<file path="config.mk">
export PLATFORM = sky130hd
export DESIGN_NAME = ar_access_arbiter_flat
export DESIGN_NICKNAME = d
export VERILOG_FILES = /design/src/rtl/proc_pkg.sv /design/src/rtl/ar_access_arbiter_if.sv /design/src/rtl/wait_counter.sv /design/src/rtl/ar_access_arbiter.sv /design/src/flat_wrapper.sv
export SDC_FILE = /design/constraint.sdc
export NUM_CORES = 1
export LEC_CHECK = 0
export CAP_MARGIN = 20
export CORE_AREA = 2 2 39 41
export CTS_CLUSTER_SIZE = 16
export DETAILED_ROUTE_END_ITERATION = 8
export DIE_AREA = 0 0 41 43
export DONT_BUFFER_PORTS = 1
export GPL_TIMING_DRIVEN = 0
export PLACE_DENSITY = 0.48
export SKIP_LAST_GASP = 1
export SYNTH_ARGS = -nofsm -noshare
export SYNTH_HDL_FRONTEND = slang
export SYNTH_SLANG_ARGS = --single-unit
</file>
<file path="constraint.sdc">
create_clock -name clk -period 1.5 [get_ports clk]
set_input_delay 0.3 -clock clk [delete_from_list [all_inputs] [get_ports clk]]
set_output_delay 0.3 -clock clk [all_outputs]
set_load 0.05 [all_outputs]
</file>
<file path="src/rtl/proc_pkg.sv">
// Shared encodings and limits for the processor's multi-cycle control blocks.
package proc_pkg;

  localparam logic [1:0] STATE_IDLE   = 2'd0;
  localparam logic [1:0] STATE_LOAD   = 2'd1;
  localparam logic [1:0] STATE_ACCESS = 2'd2;
  localparam logic [1:0] STATE_DONE   = 2'd3;

  typedef enum logic [1:0] {
    IDLE   = STATE_IDLE,
    LOAD   = STATE_LOAD,
    ACCESS = STATE_ACCESS,
    DONE   = STATE_DONE
  } state_e;

  localparam logic GRANT_DATA  = 1'b0;
  localparam logic GRANT_FETCH = 1'b1;

  localparam int MEM_WAIT_MAX = 15;
  localparam int CNT_W        = 4;

  // Single requester wins outright; on a tie the side not served last wins.
  function automatic logic pick_grant(input logic fetch, input logic data, input logic last);
    if (fetch && data) return ~last;
    else if (fetch)    return GRANT_FETCH;
    else               return GRANT_DATA;
  endfunction

endpackage

</file>
<file path="src/rtl/ar_access_arbiter_if.sv">
// Control-unit side of the AR access arbiter: requests in, AR/memory strobes and done pulses out.
interface ar_access_arbiter_if;
  // Requests are levels held until the matching one-cycle done pulse; data_we is sampled at grant.
  logic fetch_req;
  logic data_req;
  logic data_we;
  logic ar_write_en;
  logic ar_pc_en;
  logic mem_rd_en;
  logic mem_wr_en;
  logic fetch_done;
  logic data_done;
  logic busy;

  modport slave (
    input  fetch_req, data_req, data_we,
    output ar_write_en, ar_pc_en, mem_rd_en, mem_wr_en, fetch_done, data_done, busy
  );

  modport master (
    output fetch_req, data_req, data_we,
    input  ar_write_en, ar_pc_en, mem_rd_en, mem_wr_en, fetch_done, data_done, busy
  );
endinterface

</file>
<file path="src/rtl/wait_counter.sv">
// 4-bit wait counter with synchronous clear/enable; terminal flags count == limit-1.
module wait_counter
  import proc_pkg::*;
(
  input  logic             clk,
  input  logic             rst_i,
  input  logic             clr_i,
  input  logic             en_i,
  input  logic [CNT_W-1:0] limit_i,
  output logic             terminal_o
);

  logic [CNT_W-1:0] count_q;
  logic [CNT_W-1:0] count_d;

  always_comb begin
    count_d = count_q;
    if (clr_i)     count_d = '0;
    else if (en_i) count_d = count_q + 1'b1;
  end

  always_ff @(posedge clk) begin
    if (rst_i) count_q <= '0;
    else       count_q <= count_d;
  end

  assign terminal_o = (count_q == (limit_i - 1'b1));

endmodule

</file>
<file path="src/rtl/ar_access_arbiter.sv">
// Round-robin arbiter sharing the address register between fetch and data accesses.
module ar_access_arbiter
  import proc_pkg::*;
#(
  parameter int reg_width = 12,
  parameter int MEM_WAIT  = 2
) (
  input  logic                 clk,
  input  logic                 reset,
  ar_access_arbiter_if.slave   ar_bus,
  output state_e               dbg_state_o
);

  if (MEM_WAIT < 1 || MEM_WAIT > MEM_WAIT_MAX) begin : g_bad_mem_wait
    $error("ar_access_arbiter: MEM_WAIT out of range 1..15");
  end
  if (reg_width < 1) begin : g_bad_width
    $error("ar_access_arbiter: reg_width must be positive");
  end

  localparam logic [CNT_W-1:0] WAIT_LIMIT = CNT_W'(MEM_WAIT);

  state_e state_q, state_d;
  logic   last_grant_q, last_grant_d;  // doubles as the current grantee while busy
  logic   op_we_q, op_we_d;
  logic   cnt_terminal;

  wait_counter u_wait_counter (
    .clk        (clk),
    .rst_i      (reset),
    .clr_i      (state_q == LOAD),
    .en_i       (state_q == ACCESS),
    .limit_i    (WAIT_LIMIT),
    .terminal_o (cnt_terminal)
  );

  always_ff @(posedge clk) begin
    if (reset) begin
      state_q      <= IDLE;
      last_grant_q <= GRANT_DATA;
      op_we_q      <= 1'b0;
    end else begin
      state_q      <= state_d;
      last_grant_q <= last_grant_d;
      op_we_q      <= op_we_d;
    end
  end

  always_comb begin
    state_d      = state_q;
    last_grant_d = last_grant_q;
    op_we_d      = op_we_q;
    case (state_q)
      IDLE: begin
        if (ar_bus.fetch_req || ar_bus.data_req) begin
          last_grant_d = pick_grant(ar_bus.fetch_req, ar_bus.data_req, last_grant_q);
          op_we_d      = (last_grant_d == GRANT_DATA) ? ar_bus.data_we : 1'b0;
          state_d      = LOAD;
        end
      end
      LOAD:    state_d = ACCESS;
      ACCESS:  if (cnt_terminal) state_d = DONE;
      DONE:    state_d = IDLE;
      default: state_d = IDLE;
    endcase
  end

  // Moore decode: every output depends only on registered state.
  always_comb begin
    ar_bus.ar_write_en = 1'b0;
    ar_bus.ar_pc_en    = 1'b0;
    ar_bus.mem_rd_en   = 1'b0;
    ar_bus.mem_wr_en   = 1'b0;
    ar_bus.fetch_done  = 1'b0;
    ar_bus.data_done   = 1'b0;
    ar_bus.busy        = (state_q != IDLE);
    case (state_q)
      LOAD: begin
        ar_bus.ar_write_en = 1'b1;
        ar_bus.ar_pc_en    = (last_grant_q == GRANT_FETCH);
      end
      ACCESS: begin
        ar_bus.mem_rd_en = ~op_we_q;
        ar_bus.mem_wr_en = op_we_q;
      end
      DONE: begin
        ar_bus.fetch_done = (last_grant_q == GRANT_FETCH);
        ar_bus.data_done  = (last_grant_q == GRANT_DATA);
      end
      default: ;
    endcase
  end

  assign dbg_state_o = state_q;

endmodule
</file>
<file path="src/flat_wrapper.sv">
// flat-port wrapper written by rule: the top's interface ports become plain ports
module ar_access_arbiter_flat import proc_pkg::*;
#(
  parameter int reg_width = 12,
  parameter int MEM_WAIT  = 2
)
  (clk, reset, dbg_state_o, ar_bus_fetch_req, ar_bus_data_req, ar_bus_data_we, ar_bus_ar_write_en, ar_bus_ar_pc_en, ar_bus_mem_rd_en, ar_bus_mem_wr_en, ar_bus_fetch_done, ar_bus_data_done, ar_bus_busy);
  ar_access_arbiter_if ar_bus_i ();
  input  logic clk;
  input  logic reset;
  output state_e dbg_state_o;
  input wire logic [$bits(ar_bus_i.fetch_req)-1:0] ar_bus_fetch_req;
  input wire logic [$bits(ar_bus_i.data_req)-1:0] ar_bus_data_req;
  input wire logic [$bits(ar_bus_i.data_we)-1:0] ar_bus_data_we;
  output wire logic [$bits(ar_bus_i.ar_write_en)-1:0] ar_bus_ar_write_en;
  output wire logic [$bits(ar_bus_i.ar_pc_en)-1:0] ar_bus_ar_pc_en;
  output wire logic [$bits(ar_bus_i.mem_rd_en)-1:0] ar_bus_mem_rd_en;
  output wire logic [$bits(ar_bus_i.mem_wr_en)-1:0] ar_bus_mem_wr_en;
  output wire logic [$bits(ar_bus_i.fetch_done)-1:0] ar_bus_fetch_done;
  output wire logic [$bits(ar_bus_i.data_done)-1:0] ar_bus_data_done;
  output wire logic [$bits(ar_bus_i.busy)-1:0] ar_bus_busy;
  assign ar_bus_i.fetch_req = ar_bus_fetch_req;
  assign ar_bus_i.data_req = ar_bus_data_req;
  assign ar_bus_i.data_we = ar_bus_data_we;
  assign ar_bus_ar_write_en = ar_bus_i.ar_write_en;
  assign ar_bus_ar_pc_en = ar_bus_i.ar_pc_en;
  assign ar_bus_mem_rd_en = ar_bus_i.mem_rd_en;
  assign ar_bus_mem_wr_en = ar_bus_i.mem_wr_en;
  assign ar_bus_fetch_done = ar_bus_i.fetch_done;
  assign ar_bus_data_done = ar_bus_i.data_done;
  assign ar_bus_busy = ar_bus_i.busy;
  ar_access_arbiter #(.reg_width(reg_width), .MEM_WAIT(MEM_WAIT)) u_core (.clk(clk), .reset(reset), .ar_bus(ar_bus_i), .dbg_state_o(dbg_state_o));
endmodule
</file>
# Yosys cells after proc, flatten, opt, wreduce, memory -nomap -nowiden
# Index checks and enable logic that the tools add are counted.
classes:
  add_sub_neg: 1
  n_eq_ne: 6
  mux: 14
  bitwise: 2
  n_reduce_logical: 7
op_table:
  columns: ["op", "n"]
  rows:
  - ["$mux 1", 11]
  - ["$pmux 2 s4", 1]
  - ["$add 4x1->4 const B", 1]
  - ["$eq 2x2->1 const B", 2]
  - ["$eq 4x1->1 const B", 1]
  - ["$mux 2", 2]
  - ["$ne 2x1->1 const B", 2]
  - ["$reduce_and 2->1", 2]
  - ["$eq 2x1->1 const B", 1]
  - ["$logic_not 2->1", 1]
  - ["$not 1->1", 2]
  - ["$reduce_bool 2->1", 1]
  - ["$reduce_or 2->1", 1]
  - ["$logic_and 1x1->1", 1]
  - ["$logic_or 1x1->1", 1]
word_totals:
  regBits: 8
  wordCells: 34

# Logic depth before layout (Yosys ltp)
logic_depth:
  depth_word: 5
  depth_mapped: 6

# Modules after synthesis
# From an unflattened synthesis, not the netlist that was laid out.
unflattened:
  cells_unflattened: 61
  area_unflattened_um2: 525.5
by_module_without_submodules:
  columns: ["mod", "instances", "cells_each", "area_per_inst_um2"]
  rows:
  - ["ar_access_arbiter", 1, 35, 277.8]
  - ["wait_counter", 1, 26, 247.7]

# Worst setup path before layout
# OpenSTA, ideal clock, no wires.
synth_path:
  path_kind: "reg2out"
  startpoint: "reg u_core.state_q[0] (netlist: u_core.dbg_state_o[0])"
  endpoint: "out ar_bus_ar_pc_en"
  t_arrival_ns: 1.798
  required_ns: 1.200
  setup_slack_ns: -0.598
  path_stages_with_launch: 3
  path_buffers: 0
  path_cell_list: "dfxtp_1 > ha_1 > and2_1"
synth_via:
  elab_chain_len: 2
synth_lines:
  columns: ["element", "line", "rtl"]
  rows:
  - ["from (decl)", "ar_access_arbiter.sv:23", "state_e state_q, state_d;"]
  - ["from (signal assigned)", "ar_access_arbiter.sv:43", "state_q <= state_d;"]
  - ["$eq 2x1->1", "ar_access_arbiter.sv:77", "case (state_q)"]
  - ["$mux 1", "ar_access_arbiter.sv:77", null]
  - ["to (decl)", "flat_wrapper.sv:16", "output wire logic [$bits(ar_bus_i.ar_pc_en)-1:0] ar_bus_ar_pc_en;"]
# Every way passes these cells.

# Final worst setup path
layout_path:
  startpoint: "reg u_core.state_q[1] (netlist: u_core.dbg_state_o[1])"
  endpoint: "out ar_bus_ar_pc_en"
# Same word-level chain as after synthesis.

==> run summary <==
Post-Syn Nets -> 65
CTS Buf Count -> 3
Sequential power share -> 0.348
Dpl cells -> 69
Placed Area -> 537 um2
Top-area cell type share of the netlist area -> 0.337
Syn Inst Count -> 53
Worst endpoint required time -> 1200 ps
Mux cell area share after synthesis -> 0.0211
Die Width -> 41 um
Crit path cell chain -> inv_4 > ha_4 > and2_4
Leading cell type in the layout, fill and taps excluded -> dfxtp_1
Worst setup SP type -> flop
Clock sinks -> 8
H-tree Lvls -> 1
Yosys reg bits -> 8
Crit-path max FO -> 6
Area growth, synth to finish -> 30.8%
Sw frac -> 0.498
Most frequent cells in the layout -> dfxtp_1, nor3_1, nand2_1, ha_1, buf_4
Layout cells sized above 1 -> 0.400
Routed Antenna Nets -> 0
Top cells by area, synth -> dfxtp_1, ha_1, nor3_1
Clk pin slew, worst setup/hold paths -> 70 ps
Diode count -> 0
CP max stage delay -> 430 ps
Std-Cell Rows -> 14
Clk network pwr share -> 0.145
Final setup viols -> 6
Fin util -> 0.449
Failing checks -> negative setup slack
First-pass GRT wire length -> 1590 um
Fmax -> 0.612 GHz
IO buf count -> 0
Die H -> 43 um
Adder-cell share of the synthesized area -> 0.184
Non-Filler Instances -> 76
Fin crit share -> 1.09
Clock Latency Late Sink -> 260 ps
RSZ-0062 raised after global routing -> yes
HPWL Detailed -> 666 um
Total chip power -> 0.00127 W
Pwr dens -> 2040 nW/um2
Largest net degree at the start of global routing -> 10
Area leader, netlist -> dfxtp_1
Worst slew pin tran -> 418 ps
Vias in the first global route -> 361
Crit end category -> output port
Smallest hold slack -> 206 ps
Simple-gate share of the synthesized area -> 0.261
Drt via density -> 4.95
Root Driver -> clkbuf_4
GRT Total Usage -> 0.145
Final WS setup -> -133 ps
Drc violations -> 0
Critical Path AT -> 1330 ps
CP delay by family, top -> flip-flops
Initial Util -> 0.344
Post-synth cell types -> 23
Buffers and inverters on the worst path -> 1
Synthesized area -> 475 um2
Largest family of logic cells by synthesized area -> simple AND/OR/NAND/NOR gates
NetSw -> 0.000633 W
GPL Wtd Cong -> 0.617
Core Box Area -> 1380 um2
Grt ovf -> 0
CTS tree -> built
Worst ir drop on vdd -> 757 uV
Longest Clk Path Bufs -> 2
Status -> complete, but fails checks
WHS Path Cells -> 2
Kind of critical path -> reg2out
Max Cap Viol -> 0
Io pins -> 14
Combinational share of power -> 0.507
Yosys warnings -> 0
Final Instance Area -> 622 um2
Final Hold Viols -> 0
Worst Skew -> 12.4 ps
Die area -> 1760 um2
Worst rel slew slack -> 0.722
R2R cell count -> 5
Slowest stage cell, crit path -> dfxtp_4
DR pass1 iterations -> 4
Fin crit period -> 1630 ps
Via count -> 376
Routed WL -> 958 um
Nets -> 73
Starting DRC count in detailed routing -> 1
Sequential fraction of the synthesis area -> 0.337
Leak Pwr -> 0.238 nW
Compound-Gate Fraction of Synth Area -> 0.0921
Crit path depth -> 3
Avg WL per Cell -> 12.6 um
Initial antenna violation count -> 0
Hold_buf cts -> 0
Avg Inst Size Synth -> 8.97 um2
Internal Power -> 0.000637 W
Max-slew violation count -> 0
Synth Area in XOR/XNOR -> 0.0553
Hold crit path type -> in2reg
metal layers:
layer  part of all wire  routed length [um]  track usage  vias to the layer above
met1               0.43                 409        0.165                      175
met2               0.51                 491        0.206                        8
li1                   -                   -            -                      191
met4             0.0094                   9        0.100                        0
met3              0.050                  48       0.0628                        2
met5                  0                   0            0                        -
worst paths after layout:
| path | slack, ps | startpoint | to |
|---|---|---|---|
| setup / recovery | -130 | u_core.dbg_state_o[1] | ar_bus_ar_pc_en |
| setup reg to reg | -40 | u_core.dbg_state_o[1] | u_core.last_grant_q |
| hold / removal | 210 | ar_bus_data_req | u_core.op_we_q |
| hold reg to reg | 500 | u_core.op_we_q | u_core.op_we_q |
worst register-to-register path: stages, from the launching register on:
cell        delay [ps]
dfxtp_4            430
inv_4              100
ha_2               230
clkinvlp_4         270
or2_4              320
a21oi_1            120
state kept, by name, summed over array words and instances, names as in the netlist:
| register | flops |
|---|---|
| u_core.last_grant_q | 1 |
| u_core.u_wait_counter.count_q | 4 |
| u_core.op_we_q | 1 |
| u_core.dbg_state_o | 2 |
kinds of logic after synthesis:
logic type / Yosys count
AOI/OAI and AO/OA: 6
xor gates and xnor gates: 3
adders and majority gates: 7
buffers and inverters: 6
DFF: 8
muxes: 1
and+or+nand+nor: 22
synthesized netlist by cell type, drive strengths merged:
master and n:
buf 1, o21ai 1, nand2b 3, clkbuf 1
or3b 1, nor3b 1, nand2 4, nor2b 2
nand4 2, xor2 2, a2111oi 1, dfxtp 8
nor2 1, a21oi 2, nor3 4, xnor2 1
inv 4, mux2i 1, or2 1, ha 7
a21o 1, a211oi 1, and2 3
power by group through the flow:
stage	sequential, W	combinational [W]	clock (W)
3_5_place_dp	0.000430	0.000567	0
4_1_cts	0.000440	0.000648	0.000197
3_3_place_gp	0.000427	0.000563	0
2_1_floorplan	0.000414	0.000508	0
6_report	0.000441	0.000644	0.000184
5_1_grt	0.000452	0.000713	0.000214
metrics by stage:
step | setup slack [ps] | setup TNS [ps]
final | -133 | -437
after global routing | -193 | -944
after CTS | -152 | -720
after detailed placement | -57.4 | -92.6
after global placement | -50.2 | -67.9
after floorplan | 20.6 | 0
repair_timing:
| item | 4_1_cts | 5_1_grt |
|---|---|---|
| setup endpoints to repair | 8 | 10 |
| buffers inserted | 3 | 1 |
| pin swaps | 1 | 1 |
| gates resized for setup | 11 | 2 |
area by class of cell:
class,count,area [um2]
Tap cell,16,20.0
Sequential cell,8,169
Multi-Input combinational cell,39,349
Inverter,4,23.8
Timing Repair Buffer,4,30.0
Clock buffer,4,26.3
Buffer,1,3.75
Fill cell,137,762
No activity file was read; power rests on OpenSTA's default activity.
